[config.mk]
export PLATFORM = sky130hd
export DESIGN_NAME = ahb_mtx_out_stg_rr
export DESIGN_NICKNAME = d
export VERILOG_FILES = /design/src/rtl/ahb_mtx_out_stg_rr.sv
export SDC_FILE = /design/constraint.sdc
export NUM_CORES = 1
export LEC_CHECK = 0
export ABC_AREA = 1
export BUFFER_PORTS_ARGS = -buffer_cell sky130_fd_sc_hd__buf_2
export CAP_MARGIN = 10
export CORE_AREA = 2 2 167 169
export DETAILED_ROUTE_END_ITERATION = 12
export DIE_AREA = 0 0 169 171
export PLACE_DENSITY = 0.48
export SYNTH_ARGS = -nofsm -noshare
export SYNTH_HDL_FRONTEND = slang
export SYNTH_SLANG_ARGS = --single-unit
[constraint.sdc]
create_clock -name HCLK -period 2.35 [get_ports HCLK]
set_input_delay 0.3525 -clock HCLK [delete_from_list [all_inputs] [get_ports HCLK]]
set_output_delay 0.3525 -clock HCLK [all_outputs]
set_load 0.01 [all_outputs]
[src/rtl/ahb_mtx_out_stg_rr.sv]
// ahb_mtx_out_stg_rr: AHB-Lite bus-matrix output stage with an integrated
// round-robin arbiter, defined-length burst tracking and locked-sequence
// retention. One instance per slave.
// Optional feature macro: AHB_MTX_USER_EN adds HAUSER/HWUSER side-band routing.
module ahb_mtx_out_stg_rr #(
    parameter int NUM_PORTS = 4,
    parameter int PORT_W    = 2,
    parameter int ADDR_W    = 32,
    parameter int DATA_W    = 32
`ifdef AHB_MTX_USER_EN
    , parameter int USER_W  = 32
`endif
) (
    input  logic                        HCLK,
    input  logic                        HRESET,
    input  logic [NUM_PORTS-1:0]        sel_op,
    input  logic [NUM_PORTS*ADDR_W-1:0] addr_op,
    input  logic [NUM_PORTS*2-1:0]      trans_op,
    input  logic [NUM_PORTS-1:0]        write_op,
    input  logic [NUM_PORTS*3-1:0]      size_op,
    input  logic [NUM_PORTS*3-1:0]      burst_op,
    input  logic [NUM_PORTS*4-1:0]      prot_op,
    input  logic [NUM_PORTS*4-1:0]      master_op,
    input  logic [NUM_PORTS-1:0]        mastlock_op,
    input  logic [NUM_PORTS*DATA_W-1:0] wdata_op,
    input  logic [NUM_PORTS-1:0]        held_tran_op,
    input  logic                        HREADYOUTM,
    output logic [NUM_PORTS-1:0]        active_op,
    output logic                        HSELM,
    output logic [ADDR_W-1:0]           HADDRM,
    output logic [1:0]                  HTRANSM,
    output logic                        HWRITEM,
    output logic [2:0]                  HSIZEM,
    output logic [2:0]                  HBURSTM,
    output logic [3:0]                  HPROTM,
    output logic [3:0]                  HMASTERM,
    output logic                        HMASTLOCKM,
    output logic                        HREADYMUXM,
    output logic [DATA_W-1:0]           HWDATAM
`ifdef AHB_MTX_USER_EN
    , input  logic [NUM_PORTS*USER_W-1:0] auser_op
    , input  logic [NUM_PORTS*USER_W-1:0] wuser_op
    , output logic [USER_W-1:0]           HAUSERM
    , output logic [USER_W-1:0]           HWUSERM
`endif
);

    localparam int         NSLOT     = 1 << PORT_W;
    localparam logic [1:0] TR_IDLE   = 2'b00;
    localparam logic [1:0] TR_NONSEQ = 2'b10;
    localparam logic [1:0] TR_SEQ    = 2'b11;
    localparam logic [2:0] BU_INCR   = 3'b001;

    logic [PORT_W-1:0] grant_port_q, grant_port_d;
    logic [PORT_W-1:0] last_port_q, last_port_d;
    logic [PORT_W-1:0] data_in_port_q, data_in_port_d;
    logic              no_port_q, no_port_d;
    logic              hsel_lock_q, hsel_lock_d;
    logic              slave_sel_q, slave_sel_d;
    logic [3:0]        beat_cnt_q, beat_cnt_d;

    logic [NSLOT-1:0]  req;
    logic [3:0]        beat_nxt;
    logic              addr_en, hold, hlock_arb, found;
    logic [PORT_W:0]   scan;
    logic [PORT_W-1:0] wdata_sel;

    // Address phase is blanked while parked or in reset.
    assign addr_en    = ~no_port_q & ~HRESET;
    assign HREADYMUXM = (slave_sel_q & ~HRESET) ? HREADYOUTM : 1'b1;
    assign wdata_sel  = HRESET ? '0 : data_in_port_q;

    // Per-port request: a port must both select this slave and hold a transfer.
    always_comb begin
        req = '0;
        for (int i = 0; i < NUM_PORTS; i++) req[i] = held_tran_op[i] & sel_op[i];
    end

    // Address-phase mux driven from the registered grant.
    always_comb begin
        active_op  = '0;
        HSELM      = 1'b0;
        HADDRM     = '0;
        HTRANSM    = TR_IDLE;
        HWRITEM    = 1'b0;
        HSIZEM     = '0;
        HBURSTM    = '0;
        HPROTM     = '0;
        HMASTERM   = '0;
        HMASTLOCKM = 1'b0;
`ifdef AHB_MTX_USER_EN
        HAUSERM    = '0;
`endif
        if (addr_en) begin
            for (int i = 0; i < NUM_PORTS; i++) begin
                if (PORT_W'(i) == grant_port_q) begin
                    active_op[i] = 1'b1;
                    HSELM        = sel_op[i];
                    HADDRM       = addr_op[i*ADDR_W +: ADDR_W];
                    HTRANSM      = trans_op[i*2 +: 2];
                    HWRITEM      = write_op[i];
                    HSIZEM       = size_op[i*3 +: 3];
                    HBURSTM      = burst_op[i*3 +: 3];
                    HPROTM       = prot_op[i*4 +: 4];
                    HMASTERM     = master_op[i*4 +: 4];
                    HMASTLOCKM   = mastlock_op[i];
`ifdef AHB_MTX_USER_EN
                    HAUSERM      = auser_op[i*USER_W +: USER_W];
`endif
                end
            end
        end
    end

    // Data-phase mux follows the port that owned the previous address phase.
    always_comb begin
        HWDATAM = '0;
`ifdef AHB_MTX_USER_EN
        HWUSERM = '0;
`endif
        for (int i = 0; i < NUM_PORTS; i++) begin
            if (PORT_W'(i) == wdata_sel) begin
                HWDATAM = wdata_op[i*DATA_W +: DATA_W];
`ifdef AHB_MTX_USER_EN
                HWUSERM = wuser_op[i*USER_W +: USER_W];
`endif
            end
        end
    end

    // Burst/lock hold evaluation and round-robin arbitration.
    always_comb begin
        grant_port_d   = grant_port_q;
        last_port_d    = last_port_q;
        data_in_port_d = data_in_port_q;
        no_port_d      = no_port_q;
        hsel_lock_d    = hsel_lock_q;
        slave_sel_d    = slave_sel_q;
        beat_cnt_d     = beat_cnt_q;
        found          = 1'b0;
        scan           = '0;

        // Remaining beats after this cycle, assuming the transfer is accepted.
        beat_nxt = beat_cnt_q;
        if (HSELM && HTRANSM == TR_NONSEQ) begin
            case (HBURSTM)
                3'b010, 3'b011: beat_nxt = 4'd3;
                3'b100, 3'b101: beat_nxt = 4'd7;
                3'b110, 3'b111: beat_nxt = 4'd15;
                default:        beat_nxt = 4'd0;
            endcase
        end else if (HSELM && HTRANSM == TR_SEQ && beat_cnt_q != 4'd0) begin
            beat_nxt = beat_cnt_q - 4'd1;
        end

        hlock_arb = HMASTLOCKM & (hsel_lock_q | HSELM);
        hold      = (beat_nxt != 4'd0)
                  | ((HBURSTM == BU_INCR) && (HTRANSM != TR_IDLE) && req[grant_port_q])
                  | hlock_arb;

        if (HREADYMUXM) begin
            beat_cnt_d     = beat_nxt;
            data_in_port_d = grant_port_q;
            slave_sel_d    = HSELM;
            if (HSELM & HTRANSM[1] & HMASTLOCKM) hsel_lock_d = 1'b1;
            else if (!HMASTLOCKM)                hsel_lock_d = 1'b0;

            if (!hold) begin
                // Scan starts one past the last winner so every port gets a turn.
                for (int k = 1; k <= NUM_PORTS; k++) begin
                    scan = {1'b0, last_port_q} + (PORT_W+1)'(k);
                    if (scan >= (PORT_W+1)'(NUM_PORTS)) scan = scan - (PORT_W+1)'(NUM_PORTS);
                    if (!found && req[scan[PORT_W-1:0]]) begin
                        found        = 1'b1;
                        grant_port_d = scan[PORT_W-1:0];
                    end
                end
                no_port_d = ~found;
                if (found) last_port_d = grant_port_d;
            end
        end
    end

    // State registers; reset abandons any burst or locked sequence in flight.
    always_ff @(posedge HCLK) begin
        if (HRESET) begin
            grant_port_q   <= '0;
            no_port_q      <= 1'b1;
            last_port_q    <= PORT_W'(NUM_PORTS - 1);
            beat_cnt_q     <= '0;
            hsel_lock_q    <= 1'b0;
            slave_sel_q    <= 1'b0;
            data_in_port_q <= '0;
        end else begin
            grant_port_q   <= grant_port_d;
            no_port_q      <= no_port_d;
            last_port_q    <= last_port_d;
            beat_cnt_q     <= beat_cnt_d;
            hsel_lock_q    <= hsel_lock_d;
            slave_sel_q    <= slave_sel_d;
            data_in_port_q <= data_in_port_d;
        end
    end

endmodule

# Yosys cells after proc, flatten, opt, wreduce, memory -nomap -nowiden
# Cells that the tools add are included.
# Widths: inputs -> output; s select.
[totals]
ff_bits = 13
latch_bits = 0
ram_bits = 0
mem_bits_ro = 0
in_bits = 339
elab_cells = 178
memories = 0
[classes]
n_addsub = 9
multipliers = 0
div = 0
order_cmp = 9
n_eq_ne = 16
shifts = 0
muxes = 99
bitwise = 16
n_reduce_logical = 22
[ops]
columns = ["operator", "n"]
rows = [
  ["$mux 32", 9],
  ["$mux 4", 13],
  ["$mux 2", 22],
  ["$mux 1", 39],
  ["$mux 3", 10],
  ["$lt 2x3->1 const B", 5],
  ["$eq 3x3->1 const B", 4],
  ["$ge 3x3->1 const B", 4],
  ["$pmux 4 s3", 1],
  ["$bmux 1 s2", 5],
  ["$and 1x1->1", 9],
  ["$eq 2x2->1 const A", 4],
  ["$logic_and 1x1->1", 8],
  ["$reduce_bool 4->1", 2],
  ["$sub 2x1->2 const B", 4],
  ["$add 2x2->3 const B", 2],
  ["$eq 3x2->1 const B", 2],
  ["$reduce_or 2->1", 3],
  ["$eq 1x2->1 const A", 2],
  ["$eq 2x2->1 const B", 2],
  ["$logic_not 2->1", 2],
  ["$not 1->1", 4],
  ["$reduce_and 2->1", 2],
  ["$sub 4x1->4 const B", 1],
  ["8 further kinds", 12],
]

# Logic depth before layout (Yosys ltp)
# Gate-level depths: netlist (run 1).
[depth]
word_depth = 37
ltp_mapped = 19
depth_no_buf = 18

# Worst setup path before layout (run 1)
# Ideal clock, no wire load.
[synth_timing]
kind = "input port to flip-flop"
startpoint = "input port HRESET"
endpoint = "register last_port_q[0]"
t_arrival_ns = 1.799
required_time_ns = 2.226
slack_ns = 0.427
stages = 15
path_buffers = 1
cell_sequence = "nor2_2 buf_4 nand2_2 nor2_1 nand2_1 nand2_2 nand2_4 nor2_8 nor2_1 nor2_1 nand3_1 nor2_4 nand3_1 nand2_1 nand3_1"
[synth_between]
word_cells_on_any_way = 36
[synth_lines]
columns = ["element", "line_no", "rtl"]
rows = [
  ["start: declaration", "15", "input logic HRESET,"],
  ["$not 1->1 *", "69", "assign addr_en = ~no_port_q & ~HRESET;"],
  ["$and 1x1->1 *", "69", ""],
  ["$mux 1 *", "94", "if (addr_en) begin"],
  ["net HSELM", "29", "output logic HSELM,"],
  ["$logic_and 1x1->1 (2 in series)", "152", "end else if (HSELM && HTRANSM == TR_SEQ && beat_cnt_q != 4'd0) begin"],
  ["$mux 4", "152", ""],
  ["$mux 4", "145", "if (HSELM && HTRANSM == TR_NONSEQ) begin"],
  ["$reduce_bool 4->1", "157", "hold = (beat_nxt != 4'd0)"],
  ["$or 1x1->1", "158", "| ((HBURSTM == BU_INCR) && (HTRANSM != TR_IDLE) && req[grant_port_q])"],
  ["$or 1x1->1 *", "159", "| hlock_arb;"],
  ["$not 1->1 (no line) *", "-", ""],
  ["$reduce_and 3->1 (no line) *", "-", ""],
  ["end signal: assignment", "189", "last_port_q <= PORT_W'(NUM_PORTS - 1);"],
  ["end signal: assignment", "197", "last_port_q <= last_port_d;"],
  ["end: declaration", "55", "logic [PORT_W-1:0] last_port_q, last_port_d;"],
]
# The timed path passes the listed nets; every way through them passes the cells marked *.
# A chain may end at the register's enable or synchronous reset.

# Worst setup path after layout (run 1)
[layout_timing]
startpoint = "register grant_port_q[1]"
endpoint = "output port HADDRM[9]"
[layout_between]
elab_chain_cells = 6
word_cells_on_any_way = 9
[layout_lines]
columns = ["element", "line_no", "rtl"]
rows = [
  ["start: declaration", "54", "logic [PORT_W-1:0] grant_port_q, grant_port_d;"],
  ["start signal: assignment", "195", "grant_port_q <= grant_port_d;"],
  ["$logic_not 2->1", "96", "if (PORT_W'(i) == grant_port_q) begin"],
  ["$mux 32 (3 in series)", "96", ""],
  ["$mux 32 *", "96", ""],
  ["$mux 32 *", "94", ""],
  ["end: declaration", "30", "output logic [ADDR_W-1:0] HADDRM,"],
]
# Every way passes the cells marked *; elsewhere a longest branch is shown, timed or not.

==> report_table.html, run 1 <==
<table>
<tr><th>Metric</th><th>Value</th></tr>
<tr><th colspan="2">Run status</th></tr>
<tr><td>Outcome</td><td>finished clean</td></tr>
<tr><th colspan="2">Min path</th></tr>
<tr><td>End point of the worst hold path</td><td>hsel_lock_q</td></tr>
<tr><td>Cell depth of the worst hold path</td><td>2</td></tr>
<tr><td>Type of the most critical hold path</td><td>register to register</td></tr>
<tr><td>Hold Startpoint</td><td>hsel_lock_q</td></tr>
<tr><th colspan="2">Timing</th></tr>
<tr><td>Finish-stage setup viols</td><td>0</td></tr>
<tr><td>Max-slew violation count</td><td>0</td></tr>
<tr><td>Worst rel slew slack</td><td>a little under three quarters</td></tr>
<tr><td>RSZ-0062 raised after global routing</td><td>false</td></tr>
<tr><td>Fmax achieved</td><td>approximately 470 MHz</td></tr>
<tr><td>Sum of negative setup slack</td><td>0 ns</td></tr>
<tr><td>Worst-margin pin slew</td><td>around 0.43 ns</td></tr>
<tr><td>Worst setup skew after layout</td><td>0.00373 ns</td></tr>
<tr><td>Count of endpoints failing hold in the final timing report</td><td>0</td></tr>
<tr><td>Worst Setup Slack, final</td><td>roughly 0.22 ns</td></tr>
<tr><td>Share of the clock period used by the worst path after layout</td><td>90.6%</td></tr>
<tr><td>Shortest period the worst path allows</td><td>approximately 2.1 ns</td></tr>
<tr><th colspan="2">Cells and area</th></tr>
<tr><td>N_diodes</td><td>0</td></tr>
<tr><td>Reg area</td><td>between 200 and 300 um2</td></tr>
<tr><td>Share of final-layout standard cells stronger than drive strength 1</td><td>about 45%</td></tr>
<tr><td>Non-filler instance count after layout</td><td>~1,400</td></tr>
<tr><td>Total number of nets in the final design</td><td>1,430</td></tr>
<tr><td>Synth-to-layout area growth</td><td>84.9%</td></tr>
<tr><td>Area of the multi-input gates</td><td>2610 um2</td></tr>
<tr><td>Number of filler cells placed in the layout</td><td>~3,200</td></tr>
<tr><td>Area of all placed cells without fillers</td><td>around 6100 um2</td></tr>
<tr><th colspan="2">Logic synthesis</th></tr>
<tr><td>Mean instance size in the synthesized netlist</td><td>4.93 um2</td></tr>
<tr><td>Synthesized Nets</td><td>about 1,000</td></tr>
<tr><td>Share of Yosys cell area claimed by the top area cell type</td><td>around 27%</td></tr>
<tr><td>Synth warnings</td><td>0</td></tr>
<tr><td>Synth top cells by count</td><td>sky130_fd_sc_hd__nand2_1, sky130_fd_sc_hd__nand3_1, sky130_fd_sc_hd__o21ai_0, sky130_fd_sc_hd__inv_1, sky130_fd_sc_hd__nand4_1</td></tr>
<tr><td>Yosys reg bits</td><td>13</td></tr>
<tr><td>FFs w/ async S/R, synth</td><td>0%</td></tr>
<tr><td>Post-synth EDFFs</td><td>0</td></tr>
<tr><td>Sequential area share after synthesis</td><td>approximately 8%</td></tr>
<tr><td>Dominant cell by count in the synthesized netlist</td><td>sky130_fd_sc_hd__nand2_1</td></tr>
<tr><td>Post-Synthesis Cells</td><td>between 600 and 700</td></tr>
<tr><td>Top cell type by total area after synthesis</td><td>sky130_fd_sc_hd__nand2_1</td></tr>
<tr><td>Cells taking the most area after synthesis</td><td>sky130_fd_sc_hd__nand2_1, sky130_fd_sc_hd__nand3_1, sky130_fd_sc_hd__o21ai_0</td></tr>
<tr><td>Dominant register cell in the synthesized netlist</td><td>sky130_fd_sc_hd__dfxtp_1</td></tr>
<tr><td>Mapped Area</td><td>about 3300 um2</td></tr>
<tr><td>Distinct cell type count after synthesis</td><td>33</td></tr>
<tr><th colspan="2">Route</th></tr>
<tr><td>Antenna-violating nets left</td><td>0</td></tr>
<tr><td>Total Wirelength</td><td>between 20,000 and 25,000 um</td></tr>
<tr><td>Via density</td><td>between 4 and 5</td></tr>
<tr><td>Number of detailed-routing iterations run before antenna repair</td><td>5</td></tr>
<tr><td>DR DRC count</td><td>0</td></tr>
<tr><td>Initial DRC count</td><td>about 350</td></tr>
<tr><td>Vias after detailed routing</td><td>between 6,000 and 7,000</td></tr>
<tr><td>Routed WL per cell</td><td>around 15 um</td></tr>
<tr><th colspan="2">Clock tree</th></tr>
<tr><td>TritonCTS clock tree</td><td>yes</td></tr>
<tr><td>CTS Root Cell</td><td>sky130_fd_sc_hd__clkbuf_16</td></tr>
<tr><td>Hold Buf Count CTS</td><td>0</td></tr>
<tr><td>Bufs on Longest Clock Path</td><td>2</td></tr>
<tr><td>Insertion delay to the later sink of the worst-skew pair</td><td>0.25 ns</td></tr>
<tr><td># clock sinks</td><td>13</td></tr>
<tr><td>Clock-pin slew reported for the worst setup and hold paths after clock tree synthesis</td><td>0.05 ns</td></tr>
<tr><td>Clock H-tree levels</td><td>1</td></tr>
<tr><td>Cts bufs inserted</td><td>3</td></tr>
<tr><th colspan="2">Die</th></tr>
<tr><td>Placeable core region</td><td>between 20,000 and 30,000 um2</td></tr>
<tr><td>Initial standard-cell utilization of the core</td><td>between 10% and 20%</td></tr>
<tr><td>Std cell rows</td><td>61</td></tr>
<tr><td>Area of the die</td><td>between 20,000 and 30,000 um2</td></tr>
<tr><td>Number of top-level pins</td><td>about 430</td></tr>
<tr><td>Vert. Die Dim</td><td>approximately 170 um</td></tr>
<tr><td>Chip width</td><td>about 170 um</td></tr>
<tr><th colspan="2">Worst setup path</th></tr>
<tr><td>Largest delay share family, worst path</td><td>buffers and inverters</td></tr>
<tr><td>Critical Path Source Type</td><td>register</td></tr>
<tr><td>Endpoint of the worst-slack reg-to-reg timing path</td><td>last_port_q[0]</td></tr>
<tr><td>FF-to-FF setup slack</td><td>~0.23 ns</td></tr>
<tr><td>Data arrival at the endpoint of the critical path</td><td>roughly 1.8 ns</td></tr>
<tr><td>Depth of the worst register-to-register path</td><td>14</td></tr>
<tr><td>Startpoint-to-endpoint class of the critical path</td><td>register to primary output</td></tr>
<tr><td>Cells along the critical path</td><td>nor2_4, buf_4, clkinv_1, buf_4, o22ai_1, o21ai_0, buf_2</td></tr>
<tr><td>Slowest stage cell on the critical path</td><td>sky130_fd_sc_hd__dfxtp_2</td></tr>
<tr><td>Sort of element at the end of the critical path</td><td>primary output</td></tr>
<tr><td>Critical path buffers and inverters</td><td>4</td></tr>
<tr><td>Critical Path Fanout Max</td><td>19</td></tr>
<tr><td>Source of the worst register-to-register timing path</td><td>no_port_q</td></tr>
<tr><td>Worst path max stage delay</td><td>around 0.4 ns</td></tr>
<tr><td>Endpoint required time on the critical path</td><td>2.00 ns</td></tr>
<tr><td>Library cell appearing most often on the critical path</td><td>sky130_fd_sc_hd__buf_4</td></tr>
<tr><th colspan="2">GRT</th></tr>
<tr><td>Leftover overflow at the end of global routing</td><td>0</td></tr>
<tr><td>Via count of the first global-routing pass</td><td>about 5,800</td></tr>
<tr><td>First-pass GRT wire length</td><td>around 31,000 um</td></tr>
<tr><td>Antenna violations before repair</td><td>1</td></tr>
<tr><td>GRT Util Overall</td><td>between 10% and 20%</td></tr>
<tr><td>Pin count of the biggest net entering global routing</td><td>33</td></tr>
<tr><th colspan="2">Power and ir drop</th></tr>
<tr><td>Internal power contribution</td><td>approximately 1800 uW</td></tr>
<tr><td>Total net switching power</td><td>2070 uW</td></tr>
<tr><td>Sequential share of power</td><td>8.9%</td></tr>
<tr><td>Sw frac</td><td>about 54%</td></tr>
<tr><td>Maximum resistive drop on vdd</td><td>approximately 0.22 mV</td></tr>
<tr><td>Power per standard cell area</td><td>~630 nW/um2</td></tr>
<tr><td>Clk pwr share</td><td>around 8.5%</td></tr>
<tr><td>Share of total power in combinational logic</td><td>around 83%</td></tr>
<tr><td>Total leakage power</td><td>about 0.0035 uW</td></tr>
<tr><th colspan="2">Place</th></tr>
<tr><td>Port Buffer Count</td><td>between 400 and 500</td></tr>
<tr><td>HPWL after DPL</td><td>roughly 18,000 um</td></tr>
<tr><td>Worst slack, placed</td><td>0.0259 ns</td></tr>
<tr><td>Placer congestion estimate</td><td>about 0.92</td></tr>
<tr><td>Instance count after placement with tap cells included</td><td>1,430</td></tr>
<tr><td>Placed instance area</td><td>5990 um2</td></tr>
<tr><th colspan="2">Job</th></tr>
<tr><td>Max-Cap Viols</td><td>0</td></tr>
</table>
-- cell usage in the layout (no fill, tap or decap), drive strengths merged --
cell and n:
o21ai 78, a22oi 2, inv 63, buf 460
nor2 38, xor2 2, nand3 80, nor3 1
nand3b 3, o211ai 26, clkbuf 3, nand4 36
a21boi 1, clkinv 5, dfxtp 13, ha 1
or2 2, nand2 248, a21oi 5, and2 1
o22ai 21
-- worst max path at each step --
stage	start	endpoint	slack, ns	depth (start not counted)
after floorplan	HRESET	last_port_q[0]	0.43	15
after global placement	HRESET	last_port_q[0]	0.09	15
after detailed placement	HRESET	last_port_q[0]	0.03	15
after CTS	grant_port_q[0]	HADDRM[9]	0.07	7
after global routing	grant_port_q[0]	last_port_q[0]	0.006	17
final	grant_port_q[1]	HADDRM[9]	0.22	7
-- stage by stage --
step	util [%]	hold WS [ns]	power (uW)
final	22.3	0.480	3820
after global routing	22.3	0.521	4220
after CTS	22.2	0.480	3820
after detailed placement	21.9	0.473	3470
after global placement	21.9	0.474	3490
after floorplan	-	0.443	2140
-- state kept, by name, indices dropped and copies added (netlist names) --
name	flops
beat_cnt_q	4
data_in_port_q	2
grant_port_q	2
hsel_lock_q	1
last_port_q	2
no_port_q	1
slave_sel_q	1
-- worst reg2reg max path, cell delays in order (launching register included) --
cell and delay, ns:
sky130_fd_sc_hd__dfxtp_1 0.33, sky130_fd_sc_hd__nor2_4 0.16, sky130_fd_sc_hd__inv_2 0.08, sky130_fd_sc_hd__nor2_1 0.13, sky130_fd_sc_hd__buf_4 0.27, sky130_fd_sc_hd__nand2_1 0.14
sky130_fd_sc_hd__nand3_1 0.12, sky130_fd_sc_hd__nand3b_1 0.12, sky130_fd_sc_hd__nand2_1 0.06, sky130_fd_sc_hd__inv_1 0.05, sky130_fd_sc_hd__nand3_1 0.11, sky130_fd_sc_hd__nor2_4 0.14
sky130_fd_sc_hd__nand3_1 0.13, sky130_fd_sc_hd__nand2_1 0.12, sky130_fd_sc_hd__nand3_1 0.06
-- area by class of cell --
type	count	area share [%]
Multi-Input combinational cell	545	42.9
Timing Repair Buffer	460	40.2
Tap cell	346	7.10
Sequential cell	13	4.35
Inverter	67	4.19
Clock buffer	3	1.23
Clock inverter	1	0.0821
-- power groups by stage --
| stage | clock (uW) | combinational (uW) | sequential (uW) |
|---|---|---|---|
| final | 326 | 3160 | 339 |
| after global routing | 344 | 3530 | 348 |
| after CTS | 331 | 3160 | 326 |
| after detailed placement | 0 | 3140 | 331 |
| after global placement | 0 | 3160 | 328 |
| after floorplan | 0 | 1830 | 302 |
-- cells by family (layout without fill, tap and decap cells) --
group / count (synthesis) / after routing / share of synthesized area, %
and+or+nand+nor: 409 / 409 / 54.6
AOI/OAI and AO/OA: 133 / 133 / 23.2
buffers and inverters: 111 / 531 / 13.4
DFF: 13 / 13 / 7.89
xor gates and xnor gates: 2 / 2 / 0.531
adders and majority gates: 1 / 1 / 0.379
-- per-layer routing --
metal	share of wire (%)	track usage [%]	vias up	wire, um
li1	-	-	3086	-
met1	39	15.3	2808	8170
met2	51	25.5	324	10800
met3	7.4	1.83	29	1550
met4	2.4	4.05	0	513
met5	0	0	-	0
-- what timing repair did --
| action | 4_1_cts | 5_1_grt |
|---|---|---|
| setup buffers | 0 | 1 |
| gates resized for setup | 0 | 6 |
| setup endpoints to repair | 0 | 5 |
Note: power is estimated with default switching activity, not from simulation.
==> inputs of run 2 (changes only) <==
--- a/config.mk
+++ b/config.mk
@@ -12,6 +12,7 @@
 export DETAILED_ROUTE_END_ITERATION = 12
 export DIE_AREA = 0 0 169 171
 export PLACE_DENSITY = 0.48
+export RECOVER_POWER = 100
 export SYNTH_ARGS = -nofsm -noshare
 export SYNTH_HDL_FRONTEND = slang
 export SYNTH_SLANG_ARGS = --single-unit
==> run 2 against run 1 <==
Effect of this change: fmax fell by 8.3%; clock-buffer cell count did not move; power fell by 2.1%; critical path depth did not move; largest power group unchanged.
==> report_table.html, run 2 (synthesis results as in run 1) <==
<table>
<tr><th>Metric</th><th>Value</th></tr>
<tr><th colspan="2">Cells and area</th></tr>
<tr><td>Number of filler cells placed in the layout</td><td>3,230 (+1.3%)</td></tr>
<tr><td>Final core utilization</td><td>21.9% (-0.40 points)</td></tr>
<tr><td>Number of flip-flops in the largest register</td><td>4 (unchanged)</td></tr>
<tr><td>Register with the most flip-flops</td><td>beat_cnt_q</td></tr>
<tr><td>Total number of nets in the final design</td><td>1,430 (unchanged)</td></tr>
<tr><td>Most frequent cells in the layout</td><td>sky130_fd_sc_hd__buf_2, sky130_fd_sc_hd__nand2_1, sky130_fd_sc_hd__nand3_1, sky130_fd_sc_hd__o21ai_0, sky130_fd_sc_hd__clkbuf_1</td></tr>
<tr><td>Synth-to-layout area growth</td><td>81.6%</td></tr>
<tr><td>Reg area</td><td>265 um2 (unchanged)</td></tr>
<tr><td>Area of the multi-input gates</td><td>2600 um2 (-0.48%)</td></tr>
<tr><td>N_diodes</td><td>0 (unchanged)</td></tr>
<tr><td>Share of final-layout standard cells stronger than drive strength 1</td><td>38.4% (-6.4 points)</td></tr>
<tr><td>Most common cell after layout, fill and taps aside</td><td>sky130_fd_sc_hd__buf_2</td></tr>
<tr><th colspan="2">Clock tree</th></tr>
<tr><td># clock sinks</td><td>13 (unchanged)</td></tr>
<tr><td>Bufs on Longest Clock Path</td><td>2 (unchanged)</td></tr>
<tr><td>Clock H-tree levels</td><td>1 (unchanged)</td></tr>
<tr><td>CTS Root Cell</td><td>sky130_fd_sc_hd__clkbuf_16</td></tr>
<tr><td>Hold Buf Count CTS</td><td>0 (unchanged)</td></tr>
<tr><td>Cts bufs inserted</td><td>3 (unchanged)</td></tr>
<tr><td>Clock-pin slew reported for the worst setup and hold paths after clock tree synthesis</td><td>0.05 ns (about the same)</td></tr>
<tr><td>TritonCTS clock tree</td><td>yes</td></tr>
<tr><td>Insertion delay to the later sink of the worst-skew pair</td><td>0.25 ns (about the same)</td></tr>
<tr><th colspan="2">GRT</th></tr>
<tr><td>GRT Util Overall</td><td>13.3% (unchanged)</td></tr>
<tr><td>Antenna violations before repair</td><td>1 (unchanged)</td></tr>
<tr><td>Leftover overflow at the end of global routing</td><td>0 (unchanged)</td></tr>
<tr><td>Via count of the first global-routing pass</td><td>5,785 (unchanged)</td></tr>
<tr><td>First-pass GRT wire length</td><td>30,800 um (unchanged)</td></tr>
<tr><td>Pin count of the biggest net entering global routing</td><td>33 (unchanged)</td></tr>
<tr><th colspan="2">Route</th></tr>
<tr><td>Vias after detailed routing</td><td>6,242 (-0.080%)</td></tr>
<tr><td>Via density</td><td>4.35 (about the same)</td></tr>
<tr><td>Antenna-violating nets left</td><td>0 (unchanged)</td></tr>
<tr><td>Routed WL per cell</td><td>14.6 um (about the same)</td></tr>
<tr><td>Total Wirelength</td><td>21,000 um (about the same)</td></tr>
<tr><td>Number of detailed-routing iterations run before antenna repair</td><td>5 (unchanged)</td></tr>
<tr><td>Initial DRC count</td><td>308 (-11%)</td></tr>
<tr><td>DR DRC count</td><td>0 (unchanged)</td></tr>
<tr><th colspan="2">Place</th></tr>
<tr><td>Placer congestion estimate</td><td>0.920 (unchanged)</td></tr>
<tr><td>HPWL after DPL</td><td>17,700 um (unchanged)</td></tr>
<tr><td>Worst slack, placed</td><td>0.0259 ns (unchanged)</td></tr>
<tr><td>Port Buffer Count</td><td>426 (unchanged)</td></tr>
<tr><th colspan="2">Worst setup path</th></tr>
<tr><td>Endpoint required time on the critical path</td><td>2.00 ns (about the same)</td></tr>
<tr><td>Data arrival at the endpoint of the critical path</td><td>1.97 ns (+0.19 ns)</td></tr>
<tr><td>Critical Path Source Type</td><td>register</td></tr>
<tr><td>Worst setup path startpoint</td><td>grant_port_q[1]</td></tr>
<tr><td>Critical Path Fanout Max</td><td>19 (unchanged)</td></tr>
<tr><td>Depth of the worst register-to-register path</td><td>15 (+1)</td></tr>
<tr><td>Sort of element at the end of the critical path</td><td>primary output</td></tr>
<tr><td>Startpoint-to-endpoint class of the critical path</td><td>register to primary output</td></tr>
<tr><td>Source of the worst register-to-register timing path</td><td>grant_port_q[0]</td></tr>
<tr><th colspan="2">Timing</th></tr>
<tr><td>RSZ-0062 raised after global routing</td><td>false</td></tr>
<tr><td>Shortest period the worst path allows</td><td>2.32 ns (+0.192 ns)</td></tr>
<tr><td>Worst rel slew slack</td><td>61.0% (-10 points)</td></tr>
<tr><td>Finish-stage setup viols</td><td>0 (unchanged)</td></tr>
<tr><td>Max-slew violation count</td><td>0 (unchanged)</td></tr>
<tr><td>Smallest hold slack</td><td>0.480 ns (unchanged)</td></tr>
<tr><td>Worst-margin pin slew</td><td>0.585 ns (+0.152 ns)</td></tr>
<tr><td>Fmax achieved</td><td>431 MHz (-8.3%)</td></tr>
<tr><td>Worst setup skew after layout</td><td>0.00374 ns (+0.0000174 ns)</td></tr>
<tr><td>Share of the clock period used by the worst path after layout</td><td>98.8% (+8.2 points)</td></tr>
<tr><td>Sum of negative setup slack</td><td>0 ns (unchanged)</td></tr>
<tr><td>Worst Setup Slack, final</td><td>0.0293 ns (-0.192 ns)</td></tr>
<tr><td>Count of endpoints failing hold in the final timing report</td><td>0 (unchanged)</td></tr>
<tr><th colspan="2">Min path</th></tr>
<tr><td>Type of the most critical hold path</td><td>register to register</td></tr>
<tr><td>Hold Startpoint</td><td>hsel_lock_q</td></tr>
<tr><td>Cell depth of the worst hold path</td><td>2 (unchanged)</td></tr>
<tr><th colspan="2">Die</th></tr>
<tr><td>Area of the die</td><td>28,900 um2 (unchanged)</td></tr>
<tr><td>Number of top-level pins</td><td>427 (unchanged)</td></tr>
<tr><td>Std cell rows</td><td>61 (unchanged)</td></tr>
<tr><td>Chip width</td><td>169 um (unchanged)</td></tr>
<tr><td>Vert. Die Dim</td><td>171 um (unchanged)</td></tr>
<tr><td>Placeable core region</td><td>27,300 um2 (unchanged)</td></tr>
<tr><td>Initial standard-cell utilization of the core</td><td>12.1% (unchanged)</td></tr>
<tr><th colspan="2">Power and ir drop</th></tr>
<tr><td>Power per standard cell area</td><td>625 nW/um2 (-0.34%)</td></tr>
<tr><td>Total leakage power</td><td>0.00328 uW (-7.3%)</td></tr>
<tr><td>Maximum resistive drop on vdd</td><td>0.217 mV (-0.47%)</td></tr>
<tr><th colspan="2">Job</th></tr>
<tr><td>Max-Cap Viols</td><td>0 (unchanged)</td></tr>
<tr><th colspan="2">Run status</th></tr>
<tr><td>Outcome</td><td>finished clean</td></tr>
</table>
## run 2: cell types whose count changed in the layout (fill, tap and decap cells not counted), moves of 2 or more
cell                       delta
sky130_fd_sc_hd__buf_2       -69
sky130_fd_sc_hd__clkbuf_1    +67
sky130_fd_sc_hd__clkbuf_2     +7
sky130_fd_sc_hd__buf_4        -5
sky130_fd_sc_hd__nand2_1      +2
## run 2: stage by stage
stage | area, um2 | total power [uW] | cells
3_5_place_dp | 5990 | 3470 | 1430
4_1_cts | 6070 | 3820 | 1434
5_1_grt | 5990 | 4130 | 1435
2_1_floorplan | 3300 | 2140 | 669
6_report | 5990 | 3740 | 1435
3_3_place_gp | 5990 | 3490 | 1430
## run 2: area by class of cell
| cell class | count | area share [%] |
|---|---|---|
| multi-input cells | 545 | 43.4 |
| repair buffers | 460 | 39.3 |
| well taps | 346 | 7.23 |
| flip-flops and latches | 13 | 4.43 |
| inverters | 67 | 4.26 |
| clock buffers | 3 | 1.25 |
| clock inverters | 1 | 0.0836 |
## run 2: what timing repair did
action / in CTS / in global routing
endpoints found under the setup margin: 0 / 5
gates resized for setup: 0 / 6
setup buffers: 0 / 1
## run 2: worst max-delay path, cell delays in order (launching register included)
cell                       delay [ns]
sky130_fd_sc_hd__dfxtp_2         0.40
sky130_fd_sc_hd__nor2_4          0.08
sky130_fd_sc_hd__buf_4           0.15
sky130_fd_sc_hd__clkinv_1        0.04
sky130_fd_sc_hd__clkbuf_2        0.35
sky130_fd_sc_hd__o22ai_1         0.11
sky130_fd_sc_hd__o21ai_0         0.37
sky130_fd_sc_hd__clkbuf_2        0.21
## run 2: power by group
group          switching (uW)  leakage [uW]  internal (uW)
sequential               59.5      0.000108            280
combinational            1920       0.00313           1160
clock                    98.9     0.0000409            227
## run 2: final timing paths
path / to / slack, ns
max: HADDRM[9] / 0.03
min: hsel_lock_q / 0.48
max reg2reg: no_port_q / 0.23
min reg2reg: hsel_lock_q / 0.48
## run 2: per-layer routing
metal	global-route usage (%)	share of wire [%]	routed length (um)
met5	0	0	0
met2	25.5	51	10800
met3	1.83	7.7	1610
met1	15.3	39	8150
met4	4.05	2.2	454
